<file path="src/rtl/neuron_mac.sv">
// Single-neuron MAC: streams activations against a weight ROM, adds bias, saturates to DATA_WIDTH.
// Optional ReLU on the result when RELU_EN is defined; the default build is a linear activation.
module neuron_mac #(
  parameter int                           NUM_WEIGHT = 30,
  parameter int                           DATA_WIDTH = 16,
  parameter int                           FRAC_BITS  = 12,
  parameter int                           ADDR_WIDTH = $clog2(NUM_WEIGHT),
  parameter logic signed [DATA_WIDTH-1:0] BIAS       = '0
) (
  input  logic                  clk,
  input  logic                  rst_n,
  input  logic                  in_valid,
  input  logic [DATA_WIDTH-1:0] in_data,
  output logic                  in_ready,
  output logic                  w_ren,
  output logic [ADDR_WIDTH-1:0] w_radd,
  input  logic [DATA_WIDTH-1:0] w_in,
  output logic                  out_valid,
  output logic [DATA_WIDTH-1:0] out_data,
  input  logic                  out_ready
);

  localparam int ACC_W = 2*DATA_WIDTH + ADDR_WIDTH;
  localparam int SUM_W = ACC_W + 1;
  localparam logic [ADDR_WIDTH-1:0] LAST = ADDR_WIDTH'(NUM_WEIGHT - 1);

  typedef enum logic [1:0] {S_ACCUM, S_DRAIN, S_FINAL, S_OUT} state_t;

  state_t                        r_state;
  state_t                        w_state_nxt;
  logic [ADDR_WIDTH-1:0]         r_count;
  logic signed [DATA_WIDTH-1:0]  r_x_d;
  logic                          r_pipe_v;
  logic signed [ACC_W-1:0]       r_acc;
  logic                          r_out_valid;
  logic [DATA_WIDTH-1:0]         r_out_data;

  logic                          w_hs;
  logic                          w_out_hs;
  logic signed [2*DATA_WIDTH-1:0] w_prod;
  logic signed [SUM_W-1:0]       w_bias_ext;
  logic signed [SUM_W-1:0]       w_sum;
  logic signed [SUM_W-1:0]       w_shift;
  logic [SUM_W-DATA_WIDTH:0]     w_hi;
  logic [DATA_WIDTH-1:0]         w_sat;
  logic [DATA_WIDTH-1:0]         w_res;

  always_comb begin
    w_state_nxt = r_state;
    in_ready    = 1'b0;
    case (r_state)
      S_ACCUM: begin
        in_ready = 1'b1;
        if (in_valid && (r_count == LAST)) w_state_nxt = S_DRAIN;
      end
      S_DRAIN: w_state_nxt = S_FINAL;
      S_FINAL: w_state_nxt = S_OUT;
      S_OUT:   if (r_out_valid && out_ready) w_state_nxt = S_ACCUM;
      default: w_state_nxt = S_ACCUM;
    endcase
  end

  assign w_hs      = in_valid & in_ready;
  assign w_out_hs  = r_out_valid & out_ready;
  assign w_ren     = w_hs;
  assign w_radd    = r_count;
  assign out_valid = r_out_valid;
  assign out_data  = r_out_data;

  assign w_prod     = r_x_d * $signed(w_in);
  assign w_bias_ext = {{(SUM_W-DATA_WIDTH){BIAS[DATA_WIDTH-1]}}, BIAS} << FRAC_BITS;
  assign w_sum      = {r_acc[ACC_W-1], r_acc} + w_bias_ext;
  assign w_shift    = w_sum >>> FRAC_BITS;
  assign w_hi       = w_shift[SUM_W-1:DATA_WIDTH-1];

  // Fits in DATA_WIDTH only when every bit above the result sign bit copies it.
  always_comb begin
    w_sat = w_shift[DATA_WIDTH-1:0];
    if (!((&w_hi) || (~|w_hi))) begin
      if (w_hi[SUM_W-DATA_WIDTH]) w_sat = {1'b1, {(DATA_WIDTH-1){1'b0}}};
      else                        w_sat = {1'b0, {(DATA_WIDTH-1){1'b1}}};
    end
  end

`ifdef RELU_EN
  assign w_res = w_sat[DATA_WIDTH-1] ? '0 : w_sat;
`else
  assign w_res = w_sat;
`endif

  always_ff @(posedge clk or negedge rst_n) begin
    if (!rst_n) begin
      r_state     <= S_ACCUM;
      r_count     <= '0;
      r_x_d       <= '0;
      r_pipe_v    <= 1'b0;
      r_acc       <= '0;
      r_out_valid <= 1'b0;
      r_out_data  <= '0;
    end else begin
      r_state  <= w_state_nxt;
      r_pipe_v <= w_hs;
      if (w_hs) begin
        r_x_d   <= $signed(in_data);
        r_count <= r_count + 1'b1;
      end
      if (w_out_hs) begin
        r_acc       <= '0;
        r_count     <= '0;
        r_out_valid <= 1'b0;
      end else if (r_pipe_v) begin
        r_acc <= r_acc + {{ADDR_WIDTH{w_prod[2*DATA_WIDTH-1]}}, w_prod};
      end
      if (r_state == S_FINAL) begin
        r_out_data  <= w_res;
        r_out_valid <= 1'b1;
      end
    end
  end

endmodule

</file>
<file path="config.mk">
export PLATFORM = sky130hd
export DESIGN_NAME = neuron_mac
export DESIGN_NICKNAME = d
export VERILOG_FILES = /design/src/rtl/neuron_mac.sv
export SDC_FILE = /design/constraint.sdc
export NUM_CORES = 1
export LEC_CHECK = 0
export CORE_ASPECT_RATIO = 0.6
export CORE_MARGIN = 4
export CORE_UTILIZATION = 45
export CTS_CLUSTER_DIAMETER = 200
export DETAILED_ROUTE_END_ITERATION = 8
export HOLD_SLACK_MARGIN = 0.06
export PLACE_DENSITY = 0.67
export SYNTH_ARGS = -nofsm -noshare
export SYNTH_HDL_FRONTEND = slang
export SYNTH_SLANG_ARGS = --single-unit
</file>
<file path="constraint.sdc">
create_clock -name clk -period 16.2 [get_ports clk]
set_input_delay 2.43 -clock clk [delete_from_list [all_inputs] [get_ports clk]]
set_output_delay 2.43 -clock clk [all_outputs]
set_load 0.05 [all_outputs]
</file>
==> results.txt, run 1 <==
----------------------------------------------------
[Critical path]
  Slowest CP cell ... clkdlybuf4s50_1
  Startpoint type of the worst setup path ... primary input
  Largest fanout of any net on the critical path ... 16
  Setup slack on the worst flop-to-flop path ... 7.16 ns
  Slowest Stage Delay on Critical Path ... 0.99 ns
  Type of element capturing the critical path ... flop
  Arrival time reported for the critical path endpoint ... 11.46 ns
  Data required time at the worst endpoint ... 16.49 ns
  Most frequent CP cell ... fa_1
  Category of the critical setup timing path ... in2reg

[Finish]
  Inserted Diodes ... 0
  Most frequent standard cell in the layout excluding fill and tap cells ... inv_1
  Highest-count cells in the layout ignoring fill and taps ... inv_1 (306), fa_1 (263), nand2_1 (152)
  Total of fill cells in the finished design ... 2987
  Share of layout cells above drive strength 1 ... 0.03429
  Final std cells w/o fill ... 2057
  Synth-to-Final Area Change ... 9.059%
  Combined area of the multi-input logic cells ... 11470 um^2
  Number of nets in the final layout ... 2052
  Reg area ... 1952 um^2

[Timing]
  Number of hold violations in the final report ... 0
  Tightest Pin Transition ... 1.250 ns
  Summed negative setup slack over all endpoints ... 0 ns
  Remaining max-slew budget at the tightest pin ... 0.1619
  Maximum operating frequency ... 0.08956 GHz
  Fin. max-slew vios ... 0
  Final-report setup violation count ... 0
  Final cycle utilization of the critical path ... 0.6892
  Shortest period the worst path allows ... 11.17 ns
  Setup repair after global routing missed its margin ... false
  Largest clock skew in the final design ... 0.009833 ns

[Detailed routing]
  DR vias/cell ... 5.242
  Routed wirelength normalized by instance count ... 16.77 um
  Vias ... 10782
  Final WL ... 34500 um
  Remaining antenna violation count ... 0
  Violation count after the first detailed-routing iteration ... 619
  Length of the first detailed-routing pass in iterations ... 5
  Detailed-route DRC error count ... 0

[Placed design]
  Cells after DPL ... 2041
  Quantity of I/O buffers inserted on ports ... 59
  Weighted congestion at the end of routability-driven global placement ... 0.8741
  HPWL reported at the end of detailed placement ... 28650 um

[Die]
  Die H ... 148.2 um
  Total core area ... 32350 um^2
  Starting utilization of the core area ... 0.4559
  Number of top-level pins ... 60
  Number of cell rows ... 51
  Die area ... 35830 um^2
  Horizontal die dimension ... 241.7 um

[Worst hold path]
  Classification of the worst-slack hold path ... reg2reg

[Clock network]
  Total of cells resized after clock tree synthesis ... 0
  # H-tree levels ... 3
  Total of hold buffers inserted after clock tree synthesis ... 0
  Clk Latency, worst-skew pair ... 0.36 ns
  Number of buffers added by the clock tree synthesis step ... 9
  CTS root buffer ... clkbuf_16
  Clock tree from TritonCTS ... yes
  Deepest clock path buffer count ... 2
  Total clock sinks ... 78
  Post-CTS repair timing setup buffer count ... 0
  Clock-pin slew of the registers on the worst-case setup and hold paths ... 0.07 ns

[Logic synthesis]
  Post-synth top area share ... 0.3569
  Part of the Yosys area used for sequential elements ... 0.1323
  Count of mapped cells out of synthesis ... 1598
  Number of different library cells in the post-synthesis netlist ... 60
  Number of synthesized flops with an enable pin ... 0
  Syn avg cell area ... 9.231 um^2
  Post-synth top area cell ... fa_1
  Warnings from Yosys ... 0
  Largest cells by area after synthesis ... fa_1 (36%), dfrtp_1 (13%), ha_1 (11%), inv_1 (7.8%), and2_1 (5.5%)
  Primary FF master, synth ... dfrtp_1
  Post-synthesis net count ... 2022
  Share of async-settable or async-resettable flops after synthesis ... 1.000
  Combined area of all synthesized cells ... 14750 um^2
  Synthesized flop and latch total ... 78

[Run status]
  Run status ... complete, no violations

[Global route]
  Vias in the first global route ... 11217
  Global Route Usage Sum ... 0.2000
  Wire length of the first global-routing pass ... 58420 um
  Overflow after GRT ... 0
  Number of antenna violations at the first check in global routing ... 0
  Largest net degree at the start of global routing ... 66

[Flow run]
  Maximum Capacitance Violations ... 0

----------------------------------------------------
-- stage by stage --
stage | instance area [um^2] | hold slack [ns] | setup slack, ns | utilization
global route | 16090 | 0.5532 | 4.571 | 0.4972
detailed placement | 15760 | 0.5082 | 4.815 | 0.4871
global placement | 15760 | 0.5093 | 5.097 | 0.4871
floorplan | 14750 | 0.4930 | 6.244 | -
CTS | 16090 | 0.5246 | 5.115 | 0.4972
finish | 16090 | 0.5246 | 5.035 | 0.4972
-- critical path, delay by kind of cell --
| family | cells | cell delay, ns |
|---|---|---|
| AO/OA/AOI/OAI | 7 | 1.53 |
| XOR/XNOR | 1 | 0.09 |
| adder cells (fa/ha/maj) | 8 | 3.71 |
| buffers and inverters | 5 | 1.25 |
| AND/OR/NAND/NOR | 11 | 2.43 |
-- synthesized netlist by cell type (all sizes together) (3+ instances only) --
library cell	n
inv	306
fa	263
nand2	152
and2	130
ha	125
nor2	92
a21oi	86
dfrtp	78
xnor2	48
clkbuf	43
o21ai	38
mux2i	25
a21o	20
xor2	19
mux2	17
nand3	15
nand2b	13
nor3	12
a211oi	11
o21a	9
o21bai	9
nand4	8
and3	6
buf	6
nor2b	6
or3	6
nor4	5
o211ai	4
o31a	4
o31ai	4
a2111o	3
a31oi	3
nor3b	3
or2	3
or4	3
-- worst paths after layout --
kind	from	endpoint	cells after the start
worst max-delay path	w_in[8]	r_acc[36]	32
worst min-delay path	out_valid	out_valid	1
worst max register to register	r_x_d[8]	r_acc[36]	33
worst min register to register	out_valid	out_valid	1
max in group asynchronous	rst_n	r_acc[17]	2
min in group asynchronous	rst_n	r_pipe_v	1
-- per-layer routing --
layer	vias up	part of all wire	GRT usage
met4	0	0.0092	0.02522
li1	5056	-	-
met1	5427	0.46	0.2957
met2	272	0.46	0.3188
met5	-	0	0
met3	27	0.066	0.03712
-- sequential cells by signal (all words and copies together), names as in the netlist --
name       cells
r_acc         37
r_pipe_v       1
w_radd         5
out_valid      1
out_data      16
r_x_d         16
r_state        2
-- layout make-up --
class	instances	share of cell area
Sequential cell	78	0.1213
Inverter	306	0.07140
Clock buffer	9	0.01400
Tap cell	424	0.03298
Timing Repair Buffer	68	0.04076
Multi-Input combinational cell	1165	0.7131
Clock inverter	7	0.006456
-- kinds of logic after synthesis --
logic type / after synthesis / share of synthesized area
xor gates and xnor gates: 67 / 0.03978
buffers and inverters: 355 / 0.09034
adders and majority gates: 388 / 0.4630
DFF: 78 / 0.1323
AOI/OAI and AO/OA: 210 / 0.09161
muxes: 42 / 0.02994
and+or+nand+nor: 458 / 0.1530
Power of run 1 is left out: the tool's default activity adds up to more than one toggle a clock period on the data nets, which glitch-free logic cannot reach.
==> inputs of run 2 (changes only) <==
PLACE_DENSITY = 0.69   (was 0.67)
clock period = 9.45 ns   (was 16.2 ns; I/O delays follow)
==> results.txt, run 2 (synthesis results as in run 1) <==
----------------------------------------------------
[Run status]
  Run status ... complete, no violations

[Detailed routing]
  DR vias/cell ... 5.232 (-0.18%)
  Met1 WL ... 17490 um (+10%)
  Amount of wire on met3 after detailed routing ... 1726 um (-24%)
  Remaining antenna violation count ... 0 (unchanged)
  Highest routed layer ... met4
  Final WL ... 36100 um (+4.6%)
  Detailed-route DRC error count ... 0 (unchanged)
  Violation count after the first detailed-routing iteration ... 692 (+12%)
  Length of the first detailed-routing pass in iterations ... 6 (+1)
  Routed wirelength normalized by instance count ... 16.67 um (-0.62%)
  Metal2 WL ... 16550 um (+3.3%)
  Vias ... 11333 (+5.1%)

[Critical path]
  Largest fanout of any net on the critical path ... 7 (-9)
  R2R depth ... 29 (-12%)
  Arrival time reported for the critical path endpoint ... 9.44 ns (-2.02 ns)
  R2r startpoint ... r_x_d[7]
  Endpoint of the most critical register-to-register path ... r_acc[36]
  Most frequent CP cell ... fa_1
  Slowest CP cell ... fa_1
  Setup slack on the worst flop-to-flop path ... 0.94 ns (-6.22 ns)
  Startpoint type of the worst setup path ... primary input
  Category of the critical setup timing path ... in2reg
  Slowest Stage Delay on Critical Path ... 0.58 ns (-0.41 ns)
  CP top delay family ... adder cells
  Type of element capturing the critical path ... flop
  Combined buffer and inverter count along the critical path ... 7 (+2)
  Data required time at the worst endpoint ... 9.75 ns (-6.74 ns)

[Placed design]
  HPWL reported at the end of detailed placement ... 30440 um (+6.3%)
  Quantity of I/O buffers inserted on ports ... 59 (unchanged)
  Weighted congestion at the end of routability-driven global placement ... 0.9303 (+6.4%)

[Global route]
  Number of antenna violations at the first check in global routing ... 0 (unchanged)
  Largest net degree at the start of global routing ... 79 (+20%)
  Wire length of the first global-routing pass ... 60660 um (+3.8%)
  Vias in the first global route ... 11746 (+4.7%)
  Overflow after GRT ... 0 (unchanged)
  Global Route Usage Sum ... 0.2078 (+0.007787)

[Finish]
  Flip-flop count of the largest register, all copies and words added ... 37 (unchanged)
  Synth-to-Final Area Change ... 16.41%
  Inserted Diodes ... 0 (unchanged)
  Largest Register ... r_acc
  Share of layout cells above drive strength 1 ... 0.1137 (+0.07937)
  Number of nets in the final layout ... 2162 (+5.4%)
  Highest-count cells in the layout ignoring fill and taps ... inv_1 (304), fa_1 (256), nand2_1 (146)
  Total of fill cells in the finished design ... 2960 (-0.90%)
  Most frequent standard cell in the layout excluding fill and tap cells ... inv_1

[Clock network]
  Deepest clock path buffer count ... 2 (unchanged)
  Number of buffers added by the clock tree synthesis step ... 9 (unchanged)
  CTS root buffer ... clkbuf_16
  # H-tree levels ... 3 (unchanged)
  Clk Latency, worst-skew pair ... 0.36 ns (about the same)
  Clock-pin slew of the registers on the worst-case setup and hold paths ... 0.07 ns (about the same)
  Total of hold buffers inserted after clock tree synthesis ... 0 (unchanged)
  Clock tree from TritonCTS ... yes
  Total clock sinks ... 78 (unchanged)

[Timing]
  Final cycle utilization of the critical path ... 0.9671
  Final-report setup violation count ... 0 (unchanged)
  Largest clock skew in the final design ... 0.01030 ns (+0.0004643 ns)
  Tightest Pin Transition ... 1.281 ns (+0.03161 ns)
  Number of hold violations in the final report ... 0 (unchanged)
  Remaining max-slew budget at the tightest pin ... 0.1407 (-0.02120)
  Fin. max-slew vios ... 0 (unchanged)
  Shortest period the worst path allows ... 9.139 ns
  Summed negative setup slack over all endpoints ... 0 ns (unchanged)
  Maximum operating frequency ... 0.1094 GHz

[Die]
  Die H ... 148.2 um (unchanged)
  Starting utilization of the core area ... 0.4559 (unchanged)
  Number of top-level pins ... 60 (unchanged)
  Total core area ... 32350 um^2 (unchanged)
  Die area ... 35830 um^2 (unchanged)
  Horizontal die dimension ... 241.7 um (unchanged)
  Number of cell rows ... 51 (unchanged)

[Worst hold path]
  Classification of the worst-slack hold path ... reg2reg
  Min-Delay Startpoint ... out_data[4]
  Hold path cells ... 2 (+1)
  Capture endpoint of the worst hold path ... out_data[4]

[Flow run]
  Maximum Capacitance Violations ... 0 (unchanged)

----------------------------------------------------
## run 2: cell type report
class | instances | area, um^2 | area share
multi-input combinational | 1165 | 11650 | 0.6783
sequential | 78 | 1952 | 0.1137
timing repair buffer | 178 | 1603 | 0.09335
inverter | 306 | 1149 | 0.06689
tap | 424 | 530.5 | 0.03090
clock buffer | 10 | 229.0 | 0.01334
clock inverter | 5 | 60.06 | 0.003498
## run 2: worst max-delay path by stage
stage          startpoint         to  slack (ns)  cells after the start
3_5_place_dp      w_in[4]  r_acc[36]       -0.39                     32
3_3_place_gp      w_in[4]  r_acc[36]       -0.23                     32
2_1_floorplan     w_in[2]  r_acc[36]        0.51                     33
6_report          w_in[3]  r_acc[36]        0.31                     34
5_1_grt           w_in[3]  r_acc[36]       -0.02                     35
4_1_cts           w_in[4]  r_acc[36]        0.04                     32
## run 2: repair_timing
item                                    in CTS  in global routing
pin swaps                                    0                 50
cloned                                       0                  1
endpoints found under the setup margin       1                  8
gates resized for setup                      1                 58
buffers inserted                             0                 14
## run 2: worst min-delay path: stages (launching register included)
cell and delay [ns]:
dfrtp_1 0.34, nor2_1 0.04, a21oi_1 0.09
## run 2: layer usage
metal | GRT usage | up-vias
met2 | 0.3284 | 243
met3 | 0.03333 | 34
li1 | - | 5298
met1 | 0.3128 | 5758
met4 | 0.02696 | 0
met5 | 0 | -
## run 2: per-stage QoR
step	utilization	hold WS, ns	cell area, um^2	setup WS, ns	instances
after floorplan	-	0.4930	14750	0.5070	1598
after global routing	0.5307	0.5418	17170	-0.01774	2166
after global placement	0.5103	0.5047	16510	-0.2266	2136
after detailed placement	0.5103	0.5140	16510	-0.3859	2136
after CTS	0.5194	0.5284	16800	0.04049	2151
final	0.5307	0.5254	17170	0.3106	2166
Power of run 2 is left out for the same reason.
